File: src/rtl/regfile_pkg.sv
// Shared constants and types for the 32-entry register file datapath.
package regfile_pkg;
  localparam int REG_COUNT = 32;
  localparam int ADDR_W    = 5;

  typedef logic [ADDR_W-1:0] reg_addr_t;

  localparam reg_addr_t REG_ZERO = '0;
endpackage

File: src/rtl/decoder_5_to_32.sv
// Write-address decoder: one-hot register select, all zeros when disabled.
module decoder_5_to_32
  import regfile_pkg::*;
(
  input  logic                 ena,
  input  reg_addr_t            addr,
  output logic [REG_COUNT-1:0] onehot
);

  always_comb begin
    onehot = '0;
    if (ena) onehot[addr] = 1'b1;
  end

endmodule

File: src/rtl/mux32.sv
// Single-bit 32:1 read multiplexer.
module mux32
  import regfile_pkg::*;
(
  input  logic [REG_COUNT-1:0] d,
  input  reg_addr_t            sel,
  output logic                 y
);

  assign y = d[sel];

endmodule

File: src/rtl/register_file.sv
// 32 x N register file, one synchronous write port, two combinational read ports, x0 hardwired to zero.
// Optional write-to-read forwarding is built when REGISTER_FILE_BYPASS_EN is defined.
module register_file
  import regfile_pkg::*;
#(
  parameter int N = 32
) (
  input  logic            clk,
  input  logic            rst,
  input  logic            wr_ena,
  input  reg_addr_t       wr_addr,
  input  logic [N-1:0]    wr_data,
  input  reg_addr_t       rd_addr0,
  output logic [N-1:0]    rd_data0,
  input  reg_addr_t       rd_addr1,
  output logic [N-1:0]    rd_data1
);

  logic [REG_COUNT-1:0] wr_sel;
  logic [N-1:0]         regs [REG_COUNT];
  logic [N-1:0]         mux0;
  logic [N-1:0]         mux1;
  logic                 unused_wr_sel0;

  decoder_5_to_32 u_dec (
    .ena    (wr_ena),
    .addr   (wr_addr),
    .onehot (wr_sel)
  );

  // x0 has no storage at all, so a write to it can never land anywhere.
  assign regs[0]        = '0;
  assign unused_wr_sel0 = wr_sel[0];

  for (genvar i = 1; i < REG_COUNT; i++) begin : g_reg
    logic [N-1:0] q;

    always_ff @(posedge clk) begin
      if (!rst)
        q <= '0;
      else if (wr_sel[i])
        q <= wr_data;
    end

    assign regs[i] = q;
  end

  for (genvar b = 0; b < N; b++) begin : g_bit
    logic [REG_COUNT-1:0] col;

    for (genvar r = 0; r < REG_COUNT; r++) begin : g_col
      assign col[r] = regs[r][b];
    end

    mux32 u_mux0 (
      .d   (col),
      .sel (rd_addr0),
      .y   (mux0[b])
    );

    mux32 u_mux1 (
      .d   (col),
      .sel (rd_addr1),
      .y   (mux1[b])
    );
  end

`ifdef REGISTER_FILE_BYPASS_EN
  logic wr_live;
  logic fwd0;
  logic fwd1;

  // Forward only writes that will actually commit at the next edge.
  assign wr_live  = wr_ena && rst && (wr_addr != REG_ZERO);
  assign fwd0     = wr_live && (rd_addr0 == wr_addr);
  assign fwd1     = wr_live && (rd_addr1 == wr_addr);
  assign rd_data0 = fwd0 ? wr_data : mux0;
  assign rd_data1 = fwd1 ? wr_data : mux1;
`else
  assign rd_data0 = mux0;
  assign rd_data1 = mux1;
`endif

endmodule

File: config.mk
export PLATFORM = sky130hd
export DESIGN_NAME = register_file
export DESIGN_NICKNAME = d
export VERILOG_FILES = /design/src/rtl/regfile_pkg.sv /design/src/rtl/decoder_5_to_32.sv /design/src/rtl/mux32.sv /design/src/rtl/register_file.sv
export SDC_FILE = /design/constraint.sdc
export NUM_CORES = 2
export LEC_CHECK = 0
export ABC_AREA = 1
export CAP_MARGIN = 5
export CORE_UTILIZATION = 58
export DETAILED_ROUTE_END_ITERATION = 8
export PLACE_DENSITY = 0.75
export SLEW_MARGIN = 20
export SYNTH_ARGS = -nofsm -noshare
export SYNTH_HDL_FRONTEND = slang
export SYNTH_SLANG_ARGS = --single-unit
File: constraint.sdc
create_clock -name clk -period 2.9 [get_ports clk]
set_clock_uncertainty 0.1 [all_clocks]
set_input_delay 0.58 -clock clk [delete_from_list [all_inputs] [get_ports clk]]
set_output_delay 0.58 -clock clk [all_outputs]
set_load 0.05 [all_outputs]
; ---- Word level (Yosys, flattened, before mapping)
; Cells that the tools add are included.
; Widths: inputs -> output; s select.
[word_totals]
reg_bits = 992
input_bits = 50
word_cells = 167
[op_classes]
order_cmp = 4
muxes = 131
reduce_logical = 1
[ops]
columns = cell, count
row1 = $bmux 1 s5, 64
row2 = $mux 1, 65
row3 = $mux 32, 1
row4 = $lt 5x6->1 const B, 3
row5 = $demux 1 s5, 1
row6 = $ge 5x1->1 const B, 1
row7 = $logic_and 1x1->1, 1

; ---- Logic depth before layout (Yosys ltp)
[depth]
word_depth = 5
ltp_mapped = 14
depth_no_buf = 9

; ---- Modules after synthesis
; From an unflattened synthesis, not the netlist that was laid out.
[hier_totals]
cells_unflattened = 10458
area_unflattened_um2 = 61501.5
[modules_own_cells]
columns = mod, instances, cells_per_inst, area_each_um2, seq_area_each_um2
row1 = register_file, 1, 5416, 37278.3, 19859.0
row2 = mux32, 64, 78, 375.4, 0.0
row3 = decoder_5_to_32, 1, 50, 200.2, 0.0

; ---- Worst setup path after synthesis
; OpenSTA, ideal clock, no wires.
[synth_path]
kind = in2out
start = input rd_addr1[0]
end = output rd_data1[30]
arrival_ns = 1.840
slack_ns = 0.380
stages = 14
path_buffers = 5
cell_sequence = buf_2 > inv_2 > buf_4 > buf_4 > buf_2 > nand2_1 > nand3_1 > nand3_1 > nand2_1 > nand2_1 > nand2_1 > nand2_1 > nand2_1 > buf_4
[synth_via]
elab_chain_len = 2
[synth_rtl]
columns = item, line_no
row1 = "start, declared", register_file.sv:15  ; input reg_addr_t rd_addr1,
row2 = $bmux 1 s5, mux32.sv:10  ; assign y = d[sel];
row3 = $mux 1 (implied by the code), mux32.sv:10
row4 = "end, declared", register_file.sv:16  ; output logic [N-1:0] rd_data1
; Every way passes these cells. The select of a mux whose other input is x is not followed.

; ---- Worst setup path after layout
[layout_path]
start = input rd_addr0[0]
end = output rd_data0[17]
[layout_via]
elab_chain_len = 2
[layout_rtl]
columns = item, line_no
row1 = "start, declared", register_file.sv:13  ; input reg_addr_t rd_addr0,
row2 = $bmux 1 s5, mux32.sv:10
row3 = $mux 1 (implied by the code), mux32.sv:10
row4 = "end, declared", register_file.sv:14  ; output logic [N-1:0] rd_data0,
; Every way passes these cells. The select of a mux whose other input is x is not followed.

==> key figures <==
Routing
  – Total number of vias: 65300
  – Post-DR vias/cell: 6.35
  – First-pass DRT Iterations: 9
  – WL/cell: between 20 and 25 um
  – Post-route ant nets: 0
  – DRC viols: 33
  – 1st-iter DRT viols: between 10000 and 15000
  – Routed WL: 234 mm

Pwr
  – LEAKAGE: 0.0283 uW
  – Total power: around 34000 uW
  – VDD IR-drop max: 0.559 mV
  – Power per Cell Area: about 530 nW/um^2

Critical path
  – CP top delay family: simple AND/OR/NAND/NOR gates
  – Crit start category: input port
  – CP Data Required Time: 2.22 ns
  – Slowest cell on crit path: buf_12
  – Crit Reg-Reg Startpoint: g_reg[16].q[27]
  – FF-to-FF setup slack: between 2 and 2.5 ns
  – Arrival time worst endpoint: about 2.3 ns
  – Worst setup EP type: output port
  – Cell mode on critical path: nand2_1
  – Worst path cell trace: buf_8 > inv_8 > buf_12 > buf_12 > nand2_1 > nand3_1 > nand3_1 > nand2_1 > nand2_1 > nand2_1 > nand2_1 > nand2_2 > buf_12
  – Worst path buffer plus inverter count: 5
  – CP max stage delay: 0.23 ns
  – Reg2reg end: g_reg[16].q[27]
  – Maximum net fanout on the critical path: 23
  – Worst r2r path cells: 2
  – Critical path type: input port to output port

Global route
  – Antenna violations before repair: 14
  – Total GRT Usage: 0.472
  – Global route overflow: 0
  – Largest net degree at the start of global routing: ~120
  – Number of global-route vias before repair: around 59000
  – First-pass GRT wire length: between 300 and 400 mm

Clock tree
  – Clk slew on worst S/H paths: 0.06 ns
  – Htree depth: 3
  – CTS tree: yes
  – Num CTS Buffers: 106
  – Clk root buf: clkbuf_16
  – Post-CTS Hold Buffers: 0
  – TritonCTS Sinks: about 990
  – Clk Latency, worst-skew pair: around 0.72 ns
  – Longest Clk Path Bufs: 3

Yosys
  – Yosys reg bits: a little under 1000
  – Avg Cell Area, Syn: 5.96 um^2
  – Mapped Area: approximately 55000 um^2
  – Yosys cell types: 14
  – Mapped Cells: 9167
  – Syn Nets: just over 9000
  – Sequential area share after synthesis: 0.364
  – Ys Warns: 0

Floorplan
  – Die area: 95400 um^2
  – Die Wd: 309 um
  – Site Rows: between 100 and 150
  – Initial Util: 0.585
  – Core ar.: 93300 um^2
  – Die height: around 310 um
  – Io pins: about 110

STA
  – Highest Clock Rate: 339 MHz
  – Slew HR: 0.357
  – Final setup viols: 6
  – Final worst slack: -0.0460 ns
  – Setup total negative slack: -0.133 ns
  – Slew @ Worst Pin: just under 1 ns
  – Final period util: 1.02
  – Minimum clock period: 2.95 ns
  – Hold Violations, Final: 0
  – Final Max Slew Viols: 0
  – RSZ-0062 raised after global routing: yes

Cells and area
  – Commonest non-fill, non-tap cell in the layout: nand2_1
  – Reg with most FFs: g.q
  – Synthesis-to-finish area growth: 17.0%
  – Fraction of layout instances using a drive strength above 1: 0.0846
  – Most frequent cells in the layout: nand2_1, nand3_1, nor2_1, dfxtp_1, o21ai_0
  – Final cell count without fillers: roughly 10000
  – Area taken by multi-input logic gates: slightly above 30000 um^2
  – Register area: 19900 um^2
  – Max FFs per register: roughly 990
  – Fillers: slightly above 8000
  – Top flop regs: g.q: 992 flops
  – Final nets: around 9000

Placed design
  – Worst setup slack after placement: -0.00606 ns
  – Dpl cells: 10100
  – GPL Wtd Cong: 0.984
  – Port Buffers: about 110
  – DP Wirelength: about 140 mm

Run
  – Max cap viols: 0

Hold path
  – Min-delay src: rst
  – WHS Path Cells: 3
  – WHS Endpoint: g_reg[1].q[11]
  – HP Class: input port to register

Run status
  – Status: complete, but fails checks
  – Failing checks: design-rule violations, negative setup slack
-- how the worst max path moves through the flow --
| stage | start | endpoint | slack (ns) | cells after the start |
|---|---|---|---|---|
| 2_1_floorplan | rd_addr1[0] | rd_data1[30] | 0.38 | 14 |
| 3_3_place_gp | rd_addr1[0] | rd_data1[31] | -0.03 | 12 |
| 5_1_grt | rd_addr0[0] | rd_data0[13] | -0.05 | 14 |
| 3_5_place_dp | rd_addr1[0] | rd_data1[31] | -0.006 | 12 |
| 4_1_cts | rd_addr1[0] | rd_data1[31] | 0.0003 | 12 |
| 6_report | rd_addr0[0] | rd_data0[17] | -0.05 | 13 |
-- routing by layer --
layer / vias to the layer above / routed length (um) / GRT usage
li1: 29000 / - / -
met3: 1422 / 39700 / 0.164
met4: 10 / 17700 / 0.299
met1: 29100 / 83100 / 0.601
met2: 5726 / 93600 / 0.678
met5: - / 65 / 0
-- Yosys cell counts, drive strengths merged --
library cell,number,area [um^2]
nand2,2624,9850
a21oi,192,961
nor2,1631,6120
inv,237,890
o21ai,992,4960
buf,403,2060
nand3,1612,8070
clkinv,1,3.75
clkbuf,483,1810
dfxtp,992,19900
-- cell families (layout without fill, tap and decap cells) --
logic type / Yosys count / after routing / synth area share
DFF: 992 / 992 / 0.364
AOI/OAI and AO/OA: 1184 / 1184 / 0.109
buffers and inverters: 1124 / 976 / 0.0874
and+or+nand+nor: 5867 / 5867 / 0.440
other: 0 / 11 / 0
-- power by group --
| group | internal [uW] | switching (uW) |
|---|---|---|
| Combinational | 1730 | 3490 |
| Sequential | 13800 | 116 |
| Clock | 8500 | 5980 |
-- what timing repair did --
action                     CTS  global route
resized for setup            3            59
setup endpoints to repair    4            49
setup buffers                0             8
cloned                       0             9
-- through the flow --
step / area [um^2] / util / hold WS [ns]
floorplan: 54600 / - / 0.349
global placement: 59700 / 0.639 / 0.358
detailed placement: 59700 / 0.639 / 0.367
CTS: 63300 / 0.678 / 0.206
global route: 63900 / 0.684 / 0.209
finish: 63900 / 0.684 / 0.201
-- final cells by class --
cell class | count | share of cell area
diodes | 11 | 0.000431
clock buffers | 161 | 0.0505
clock inverters | 31 | 0.00654
inverters | 238 | 0.0149
multi-input cells | 7051 | 0.473
flip-flops and latches | 992 | 0.311
well taps | 1254 | 0.0246
repair buffers | 545 | 0.119
repair inverters | 1 | 0.000176
-- worst min-delay path, delay by kind of cell --
family	cells	cell delay (ns)
buffers and inverters	1	0.21
AOI/OAI and AO/OA	1	0.13
and+or+nand+nor	1	0.05
(Power assumes the default switching activity.)
